[src/rtl/flash_spi_arbiter.sv]
// Shares the SPI configuration flash between an asynchronous external master
// (default owner, combinational passthrough) and an internal CLK-domain master.
module flash_spi_arbiter #(
    parameter int SYNC_STAGES = 2,
    parameter int EXT_IDLE    = 16,
    parameter int GUARD       = 4
) (
    input  logic CLK,
    input  logic RESET_n,
    input  logic EXT_CS_n,
    input  logic EXT_CLK,
    input  logic EXT_DI,
    output logic EXT_DO,
    output logic EXT_BUSY,
    input  logic INT_REQ,
    output logic INT_GNT,
    input  logic INT_CS_n,
    input  logic INT_CLK,
    input  logic INT_DI,
    output logic INT_DO,
    output logic COLLISION,
    input  logic COLLISION_CLR,
    output logic FLASH_CS_n,
    output logic FLASH_CLK,
    output logic FLASH_DI,
    input  logic FLASH_DO
);

    localparam int IDLE_W  = $clog2(EXT_IDLE + 1);
    localparam int GUARD_W = $clog2(GUARD + 1);
    localparam logic [IDLE_W-1:0]  IDLE_MAX = IDLE_W'(EXT_IDLE);
    // Guard counter counts down to zero, so loading GUARD-1 gives GUARD idle cycles.
    localparam logic [GUARD_W-1:0] GUARD_LD = GUARD_W'(GUARD - 1);

    typedef enum logic [1:0] {S_EXT, S_G2I, S_INT, S_G2E} state_t;

    state_t               state, state_nxt;
    logic [SYNC_STAGES-1:0] cs_sync;
    logic                 ext_cs_s;
    logic [IDLE_W-1:0]    idle_cnt, idle_nxt;
    logic [GUARD_W-1:0]   guard_cnt, guard_nxt;
    logic                 gnt_nxt, busy_nxt;

    assign ext_cs_s = cs_sync[SYNC_STAGES-1];

    always_ff @(posedge CLK or negedge RESET_n) begin
        if (!RESET_n) cs_sync <= '1;
        else          cs_sync <= {cs_sync[SYNC_STAGES-2:0], EXT_CS_n};
    end

    always_comb begin
        state_nxt = state;
        idle_nxt  = idle_cnt;
        guard_nxt = guard_cnt;
        gnt_nxt   = INT_GNT;
        busy_nxt  = EXT_BUSY;
        case (state)
            S_EXT: begin
                if (!ext_cs_s)
                    idle_nxt = '0;
                else if (idle_cnt != IDLE_MAX)
                    idle_nxt = idle_cnt + 1'b1;
                if (INT_REQ && idle_cnt == IDLE_MAX) begin
                    state_nxt = S_G2I;
                    guard_nxt = GUARD_LD;
                    busy_nxt  = 1'b1;
                end
            end
            S_G2I: begin
                // A request dropped here still completes the grant for one cycle.
                if (guard_cnt == '0) begin
                    state_nxt = S_INT;
                    gnt_nxt   = 1'b1;
                end else begin
                    guard_nxt = guard_cnt - 1'b1;
                end
            end
            S_INT: begin
                if (!INT_REQ) begin
                    state_nxt = S_G2E;
                    guard_nxt = GUARD_LD;
                    gnt_nxt   = 1'b0;
                end
            end
            S_G2E: begin
                if (guard_cnt == '0) begin
                    state_nxt = S_EXT;
                    busy_nxt  = 1'b0;
                    idle_nxt  = '0;
                end else begin
                    guard_nxt = guard_cnt - 1'b1;
                end
            end
            default: state_nxt = S_EXT;
        endcase
    end

    always_ff @(posedge CLK or negedge RESET_n) begin
        if (!RESET_n) begin
            state     <= S_EXT;
            idle_cnt  <= '0;
            guard_cnt <= '0;
            INT_GNT   <= 1'b0;
            EXT_BUSY  <= 1'b0;
        end else begin
            state     <= state_nxt;
            idle_cnt  <= idle_nxt;
            guard_cnt <= guard_nxt;
            INT_GNT   <= gnt_nxt;
            EXT_BUSY  <= busy_nxt;
        end
    end

    always_ff @(posedge CLK or negedge RESET_n) begin
        if (!RESET_n)
            COLLISION <= 1'b0;
        else if (!ext_cs_s && state != S_EXT)
            COLLISION <= 1'b1;
        else if (COLLISION_CLR)
            COLLISION <= 1'b0;
    end

    // External data stays purely combinational: EXT_CLK has no relation to CLK.
    always_comb begin
        FLASH_CS_n = 1'b1;
        FLASH_CLK  = 1'b0;
        FLASH_DI   = 1'b0;
        EXT_DO     = 1'b1;
        case (state)
            S_EXT: begin
                FLASH_CS_n = EXT_CS_n;
                FLASH_CLK  = EXT_CLK;
                FLASH_DI   = EXT_DI;
                EXT_DO     = FLASH_DO;
            end
            S_INT: begin
                FLASH_CS_n = INT_CS_n;
                FLASH_CLK  = INT_CLK;
                FLASH_DI   = INT_DI;
            end
            default: ;
        endcase
    end

    assign INT_DO = FLASH_DO;

endmodule

[config.mk]
export PLATFORM = sky130hd
export DESIGN_NAME = flash_spi_arbiter
export DESIGN_NICKNAME = d
export VERILOG_FILES = /design/src/rtl/flash_spi_arbiter.sv
export SDC_FILE = /design/constraint.sdc
export NUM_CORES = 1
export LEC_CHECK = 0
export ABC_AREA = 1
export BUFFER_PORTS_ARGS = -buffer_cell sky130_fd_sc_hd__buf_2
export CORE_ASPECT_RATIO = 0.9
export CORE_UTILIZATION = 53
export DETAILED_ROUTE_END_ITERATION = 16
export PLACE_DENSITY = 0.82
export SYNTH_ARGS = -nofsm -noshare
export SYNTH_HDL_FRONTEND = slang
export SYNTH_SLANG_ARGS = --single-unit
[constraint.sdc]
create_clock -name CLK -period 1.4 [get_ports CLK]
set_input_delay 0.14 -clock CLK [delete_from_list [all_inputs] [get_ports CLK]]
set_output_delay 0.14 -clock CLK [all_outputs]
set_load 0.03 [all_outputs]
## Word-level counts from Yosys, hierarchy flattened

Cells that the tools add are included.

| word-level totals | value |
|---|---|
| input port bits | 11 |
| register bits after elaboration | 15 |
| output and inout port bits | 8 |

| cells by class | value |
|---|---|
| reductions and logical operators | 15 |
| $add $sub $neg | 2 |
| muxes and demuxes | 25 |
| equal/unequal tests | 11 |

Operator list:

| cell | number |
|---|---|
| 2-to-1 mux 5 bit | 3 |
| AND reduction 3 bit | 4 |
| inequality test 2 bit, second input constant | 5 |
| one-hot mux 1 bit (2 select lines) | 5 |
| one-hot mux 5 bit (2 select lines) | 1 |
| 2-to-1 mux 3 bit | 3 |
| one-hot mux 3 bit (3 select lines) | 1 |
| 2-to-1 mux 2 bit | 4 |
| one-hot mux 2 bit (4 select lines) | 1 |
| nonzero test 2 bit | 4 |
| 2-to-1 mux 1 bit | 7 |
| adder 5 x 1 -> 5 bit, second input constant | 1 |
| equality test 5 bit, second input constant | 1 |
| inequality test 5 bit, second input constant | 1 |
| equality test 2 bit, second input constant | 2 |
| AND reduction 4 bit | 1 |
| zero test 3 bit | 1 |
| inequality test 3 bit, second input constant | 1 |
| subtractor 3 x 1 -> 3 bit, second input constant | 1 |
| equality test 2 x 1 -> 1 bit, second input constant | 1 |
| logical AND 1 bit | 2 |
| zero test 2 bit | 1 |
| OR reduction 2 bit | 1 |
| zero test 1 bit | 1 |

## Logic depth before layout (Yosys ltp)

Gate-level depths: netlist (run 1).

| logic depth | value |
|---|---|
| depth in word-level cells | 4 |
| mapped depth | 9 |

## Least setup slack after synthesis (run 1)

Ideal clock, no wire load.

| timing path | value |
|---|---|
| path kind | register -> output |
| from | reg state[0] |
| to | out FLASH_CS_n |
| path buffers | 1 |
| cell stages (with the launch flop) | 6 |
| arrival time | 1.298 ns |
| data required time | 1.260 ns |
| slack | -0.038 ns |
| path through | dfrtp_1 -> inv_1 -> ha_1 -> buf_2 -> or2_2 -> nand3_1 |

| between the ends | value |
|---|---|
| word-level cells in the longest chain between the ends | 2 |
| elaborated cells on any way between the ends | 3 |

Ends and longest elaborated chain:

| element | line | source |
|---|---|---|
| from (decl) | 37 | `state_t state, state_nxt;` |
| from (signal assigned) | 106 | `state <= state_nxt;` |
| equality test 2 bit / zero test 2 bit (equally long branches) | 129 | `case (state)` |
| one-hot mux 1 bit (2 select lines) * | 129 |  |
| to (decl) | 23 | `output logic FLASH_CS_n,` |

Every way passes the cells marked *; elsewhere a longest branch is shown, timed or not.

## Final worst setup path (run 1)

| timing path | value |
|---|---|
| from | reg state[1] |
| to | out FLASH_CLK |

| between the ends | value |
|---|---|
| word-level cells in the longest chain between the ends | 2 |
| elaborated cells on any way between the ends | 3 |

Ends and longest elaborated chain:

| element | line | source |
|---|---|---|
| equality test 2 bit / zero test 2 bit (equally long branches) | 129 |  |
| one-hot mux 1 bit (2 select lines) * | 129 |  |
| to (decl) | 24 | `output logic FLASH_CLK,` |

Marks and branches as above.

==> results of run 1 <==
-- layer usage --
layer / vias up / GRT usage, % / part of all wire [%]
li1: 447 / - / -
met1: 422 / 26.18 / 39
met2: 20 / 43.89 / 57
met3: 2 / 3.879 / 4.3
met4: 0 / 4.118 / 0.41
met5: - / 0 / 0
-- cells by family after synthesis --
logic type | after synthesis | synth area share [%]
and+or+nand+nor | 65 | 30.78
buffers and inverters | 21 | 9.644
DFF | 15 | 39.89
AOI/OAI and AO/OA | 11 | 8.192
adders and majority gates | 8 | 10.57
xor gates and xnor gates | 1 | 0.9249
-- cell usage in the layout (no fill, tap or decap), types with 3 or more instances in the layout --
cell type,synthesis,final
inv_2,2,4
nand3_1,12,11
buf_2,1,14
nand2_1,34,30
nand2_2,2,6
nand4_1,4,4
inv_1,16,13
dfrtp_1,13,12
ha_4,0,3
clkbuf_4,0,3
ha_1,8,4
buf_6,1,6
buf_4,1,7
o21ai_1,4,4
nor2_1,8,6
-- what timing repair did --
| item | in CTS | in global routing |
|---|---|---|
| setup buffers | 5 | 0 |
| hold buffers | 2 | 0 |
| resized for setup | 24 | 7 |
| cloned | 0 | 0 |
| hold endpoints to repair | 14 | 0 |
| pin swaps | 3 | 5 |
| endpoints found under the setup margin | 9 | 15 |
-- state kept, by name, indices dropped and copies added (netlist names) --
register / count
idle_cnt: 5
guard_cnt: 3
cs_sync: 2
state: 2
COLLISION: 1
EXT_BUSY: 1
INT_GNT: 1
-- worst register-to-register path: stages, from the launching register on --
cell and delay (ns):
dfrtp_1 0.40, buf_4 0.16, ha_2 0.23, nor2_4 0.12, nor2_1 0.06, nor2_2 0.17
nand2_2 0.10, nand2_1 0.06, o21ai_1 0.06
-- cells in the mapped netlist (all sizes together) --
master and instances:
buf 3, nand4 4, o21ai 6, a31o 1, dfrtp 13, o22ai 1, a22o 2, inv 18
o211ai 1, nand3 12, or2 2, ha 8, dfstp 2, nor2 10, xnor2 1, nand2 37
-- area by class of cell --
class / instances / area [sq um]
fill: 134 / 415.4
sequential: 15 / 379.1
multi-input combinational: 85 / 550.5
timing repair buffer: 29 / 210.2
inverter: 18 / 70.07
tap: 24 / 30.03
clock buffer: 4 / 26.28
-- metrics by stage --
stage          worst slack [ns]  cells  setup TNS [ns]  instance area (sq um)
6_report                -0.1400    175         -0.6691                   1266
5_1_grt                 -0.1832    175          -1.659                   1266
4_1_cts                 -0.1535    175         -0.8119                   1240
3_5_place_dp           -0.03443    164         -0.1330                   1079
3_3_place_gp            0.01543    164               0                   1079
2_1_floorplan           0.04826    121               0                  952.2
-- report_power, final --
group	leakage (nW)	internal [W]	switching, W
sequential	0.185	0.000594	0.000141
clock	0.0150	0.000111	0.000139
combinational	0.465	0.000860	0.00114
total	0.666	0.00157	0.00142
-- worst min path at each step --
stage | from | endpoint | slack [ns] | depth (start not counted)
after floorplan | RESET_n | COLLISION | -0.16 | 0
final | COLLISION_CLR | COLLISION | 0.02 | 2
after detailed placement | RESET_n | COLLISION | 0.06 | 1
after CTS | COLLISION_CLR | COLLISION | 0.02 | 2
after global routing | COLLISION_CLR | COLLISION | 0.03 | 2
after global placement | RESET_n | COLLISION | 0.06 | 1
==> results by group, run 1 <==
Critical path
  • CP most frequent cell: buf_6
  • Worst setup EP type: output pin
  • CP max stage cell: dfrtp_2
  • Critical path arrival: 1.40 ns
  • Register-to-Register Path Depth: 8
  • Crit-path max cell delay: 0.43 ns
  • Kind of cell adding the most delay to the critical path: flip-flops
  • Setup crit end: FLASH_CLK
  • WS Path Type: flip-flop to output pin
  • Worst EP required: 1.26 ns
  • Crit-path cells: inv_2 > ha_4 > buf_6 > a22o_1 > buf_6
  • Buf/Inv on CP: 3
  • CP Depth: 5
  • R2r setup slk: -0.08 ns
  • Worst r2r src: state[0]
  • Worst reg2reg endpoint: guard_cnt[1]
  • CP Launch Point: state[1]
  • Startpoint types: flip-flop
  • Highest net fanout along the worst path: 5

Place
  • HPWL after DPL: 1511 um
  • GP Congestion: 0.8500
  • PortBufs: 18

Yosys
  • Synth Cell Area: 947.2 sq um
  • Largest cells by area after synthesis: dfrtp_1 34%, nand2_1 13%, ha_1 11%
  • Register area share after synthesis: 39.89%
  • Post-synth top area share: 34.35%
  • Syn avg cell area: 7.828 sq um
  • Synth Instances: 121
  • #FFs+latches synth: 15
  • Syn_nets: 140
  • Yosys warns: 0
  • Post-synth top area cell: dfrtp_1
  • Cell variety after synth: 23

Drt
  • Vias/cell: 5.091
  • ANT nets after route: 0
  • DRC: 0
  • Vias: 891
  • First-pass iteration count of the detailed router: 4
  • DR iter-0 viols: 20
  • Wire per inst: 12.50 um
  • Detailed Route WL: 2187 um

Final layout
  • Share of cells above drive strength 1: 39.07%
  • Area Overhead vs Synth: 33.69%
  • Ant. Diodes: 0
  • Nets: 171
  • Final core occ: 75.30%

Job
  • Number of max-cap violations: 0

Hold path
  • HP Class: primary input to flip-flop

GRT
  • Number of global-route vias before repair: 849
  • Final global-route overflow total: 0
  • Largest net degree at the start of global routing: 16
  • Antenna violations before repair: 0
  • Total GRT Usage: 23.28%
  • First-pass GRT wire length: 3367 um

Clocking
  • Clk sinks: 15
  • CTS HTree Levels: 1
  • CTS root buffer: clkbuf_4
  • Num CTS Buffers: 3
  • Reg clk slew, reported paths: 0.09 ns
  • CTS Buffer Depth: 2
  • Worst-skew pair later-pin latency: 0.28 ns
  • CTS tree: built

Floorplan
  • Initial cell density of the core: 56.32%
  • Die width: 46.56 um
  • Ports: 19
  • Die Ht: 42.11 um
  • Die area: 1960 sq um
  • Core Box Area: 1682 sq um
  • Num rows: 14

Timing
  • RSZ-0062 raised after global routing: yes
  • # setup viols final: 12
  • WHS: 0.02435 ns
  • Final Hold Vio Count: 0
  • Slew @ Worst Pin: 0.3455 ns
  • Clock skew: 0.005405 ns
  • Final period utilization: 110.0%
  • Fmax: 0.6493 GHz
  • PnR worst setup slack: -0.1400 ns
  • Tmin final: 1.540 ns
  • Final Max Tran Viols: 0
  • Worst slew margin: 76.96%

Power
  • Maximum VDD drop: 1664 uV
  • Pwr Total: 0.002981 W
  • Total power per unit cell area: 2354 nW/um^2
  • Leakage: 0.6656 nW

Outcome
  • Status: complete, but fails checks
  • Failing checks: negative setup slack
Power figures use the tool's default switching activity.
==> inputs of run 2 (changes only) <==
Settings changed: REMOVE_ABC_BUFFERS from default to 1.
==> run 2 against run 1 <==
Critical endpoint is now guard_cnt[0]. Die area unchanged. Combinational power grew 55%. Cell area increased by 22%. First-iteration DRC count rose to 4.1 times the previous value. Core utilization grew 16 points. The run still ends with negative setup slack left. Cell count is 8.6% higher. Fmax is 5.3% lower. Register-to-register slack got worse by 0.15 ns. Flip-flop and latch count unchanged. Via count increased by 29%. Sequential share of layout area decreased by 5.3 points.
==> results by group, run 2 (synthesized netlist as in run 1, its figures left out) <==
Outcome
  • Status: complete, but fails checks
  • Failing checks: negative setup slack

Critical path
  • Worst setup EP type: flip-flop
  • Critical path arrival: 1.80 ns (+0.40 ns)
  • Startpoint types: flip-flop
  • Worst EP required: 1.57 ns (+0.31 ns)
  • WS Path Type: flip-flop to flip-flop
  • Kind of cell adding the most delay to the critical path: simple AND/OR/NAND/NOR gates
  • CP max stage cell: dfrtp_2
  • Crit-path max cell delay: 0.43 ns (about the same)
  • Crit-path cells: inv_2 > buf_4 > buf_6 > ha_4 > nor2_4 > nor2_2 > nor2_4 > nand2_2 > nand2_1 > nand2_1
  • R2r setup slk: -0.23 ns (-0.15 ns)
  • Highest net fanout along the worst path: 4 (-1)
  • Buf/Inv on CP: 3 (unchanged)

Power
  • Clock power frac: 6.2% (-2.2 points)
  • Internal: 0.002047 W (+31%)
  • Switching share of power: 50.20% (+2.7 points)
  • Maximum VDD drop: 1871 uV (+12%)
  • Combinational Power Share: 75.3% (+8.3 points)
  • Seq pwr share: 18.5% (-6.2 points)
  • Leakage: 0.7729 nW (+16%)
  • Net Switching: 0.002063 W (+46%)
  • Total power per unit cell area: 2667 nW/um^2 (+13%)

Clocking
  • CTS HTree Levels: 1 (unchanged)
  • CTS root buffer: clkbuf_4
  • Clk sinks: 15 (unchanged)
  • Worst-skew pair later-pin latency: 0.29 ns (about the same)
  • Reg clk slew, reported paths: 0.09 ns (about the same)
  • CTS tree: built
  • CTS Buffer Depth: 2 (unchanged)
  • Num CTS Buffers: 3 (unchanged)

Drt
  • Wire per inst: 20.53 um (+64%)
  • Detailed Route WL: 3900 um (+78%)
  • First-pass iteration count of the detailed router: 4 (unchanged)
  • ANT nets after route: 0 (unchanged)
  • Vias/cell: 6.058 (+19%)
  • DR iter-0 viols: 82 (+310%)
  • Vias: 1,151 (+29%)
  • DRC: 0 (unchanged)

Final layout
  • Fillers: 60 (-55%)
  • Regs by FF count: idle_cnt x5, guard_cnt x3
  • Most frequent cells in the layout: 18 x nand2_1, 14 x buf_2, 14 x buf_4
  • Most common cell after layout, fill and taps aside: nand2_1
  • Register Area: 380.4 sq um (+0.33%)
  • Area of the multi-input gates: 690.7 sq um (+25%)
  • Share of cells above drive strength 1: 57.23% (+18 points)
  • Nets: 186 (+8.8%)
  • Top reg by flops: idle_cnt
  • Max FFs per register: 5 (unchanged)
  • Ant. Diodes: 0 (unchanged)
  • Final core occ: 91.67% (+16 points)
  • Area Overhead vs Synth: 62.75%

GRT
  • Antenna violations before repair: 0 (unchanged)
  • Total GRT Usage: 30.84% (+7.6 points)
  • Final global-route overflow total: 0 (unchanged)
  • Number of global-route vias before repair: 959 (+13%)
  • Global routing's busiest layer: met2
  • Largest net degree at the start of global routing: 16 (unchanged)
  • First-pass GRT wire length: 4222 um (+25%)
  • GRT met3 Usage: 8.621% (+4.7 points)
  • Met1 Track Usage GR: 32.59% (+6.4 points)
  • M2 GR Usage: 52.22% (+8.3 points)

Timing
  • Clock skew: 0.002181 ns (-0.003224 ns)
  • Slew @ Worst Pin: 0.3629 ns (+0.01738 ns)
  • Fin Setup TNS: -2.269 ns (-1.600 ns)
  • RSZ-0062 raised after global routing: yes
  • PnR worst setup slack: -0.2255 ns (-0.08550 ns)
  • Tmin final: 1.626 ns (+0.08550 ns)
  • # setup viols final: 16 (+4)
  • Worst slew margin: 75.81% (-1.2 points)
  • Final Hold Vio Count: 0 (unchanged)
  • Final Max Tran Viols: 0 (unchanged)
  • Final period utilization: 116.1% (+6.1 points)
  • Fmax: 0.6152 GHz (-5.3%)

Floorplan
  • Num rows: 14 (unchanged)
  • Core Box Area: 1682 sq um (unchanged)
  • Initial cell density of the core: 56.32% (unchanged)
  • Die Ht: 42.11 um (unchanged)
  • Die area: 1960 sq um (unchanged)
  • Die width: 46.56 um (unchanged)
  • Ports: 19 (unchanged)

Place
  • PortBufs: 18 (unchanged)
  • GP Congestion: 0.8222 (-3.3%)
  • HPWL after DPL: 1488 um (-1.5%)

Job
  • Number of max-cap violations: 0 (unchanged)

Hold path
  • HP Class: primary input to async pin
## run 2: final cells by class
type	instances	area share, %
clock inverters	1	0.3247
multi-input cells	86	44.81
well taps	24	1.948
clock buffers	3	1.461
flip-flops and latches	15	24.68
inverters	18	4.708
repair buffers	43	22.08
## run 2: repair_timing
item | in CTS | in global routing
hold endpoints to repair | 14 | 1
hold buffers | 2 | 1
gates cloned | 0 | 1
pin swaps | 7 | 27
buffers inserted | 8 | 9
gates resized for setup | 27 | 46
endpoints found under the setup margin | 9 | 16
## run 2: worst paths after layout
kind,to,startpoint,depth (start not counted)
max in group asynchronous,cs_sync[1],RESET_n,2
min reg2reg,cs_sync[1],cs_sync[0],0
min,guard_cnt[1],RESET_n,2
min in group CLK,guard_cnt[2],INT_REQ,5
max,guard_cnt[0],state[1],10
max reg2reg,guard_cnt[0],state[1],10
## run 2: stage by stage
| stage | cells | cell area (sq um) | setup slack (ns) | power, W | hold slack, ns |
|---|---|---|---|---|---|
| floorplan | 118 | 923.4 | -0.003736 | 0.001822 | -0.1556 |
| global placement | 166 | 1089 | 0.001671 | 0.002230 | 0.05868 |
| detailed placement | 166 | 1089 | -0.04757 | 0.002297 | 0.06079 |
| CTS | 180 | 1294 | -0.1544 | 0.003030 | 0.01419 |
| global route | 190 | 1541 | -0.2488 | 0.004264 | 0.3118 |
| finish | 190 | 1541 | -0.2255 | 0.004110 | 0.2794 |
## run 2: power by group through the flow
stage | Combinational [W] | Clock, W | Sequential (W)
6_report | 0.00310 | 0.000253 | 0.000761
5_1_grt | 0.00322 | 0.000273 | 0.000767
4_1_cts | 0.00204 | 0.000263 | 0.000728
3_5_place_dp | 0.00156 | 0 | 0.000740
3_3_place_gp | 0.00151 | 0 | 0.000721
2_1_floorplan | 0.00104 | 0 | 0.000786
## run 2: layer usage
layer	wire length, um	vias up
met5	0	-
met4	239	0
met3	326	33
met2	1929	88
met1	1405	556
li1	-	474
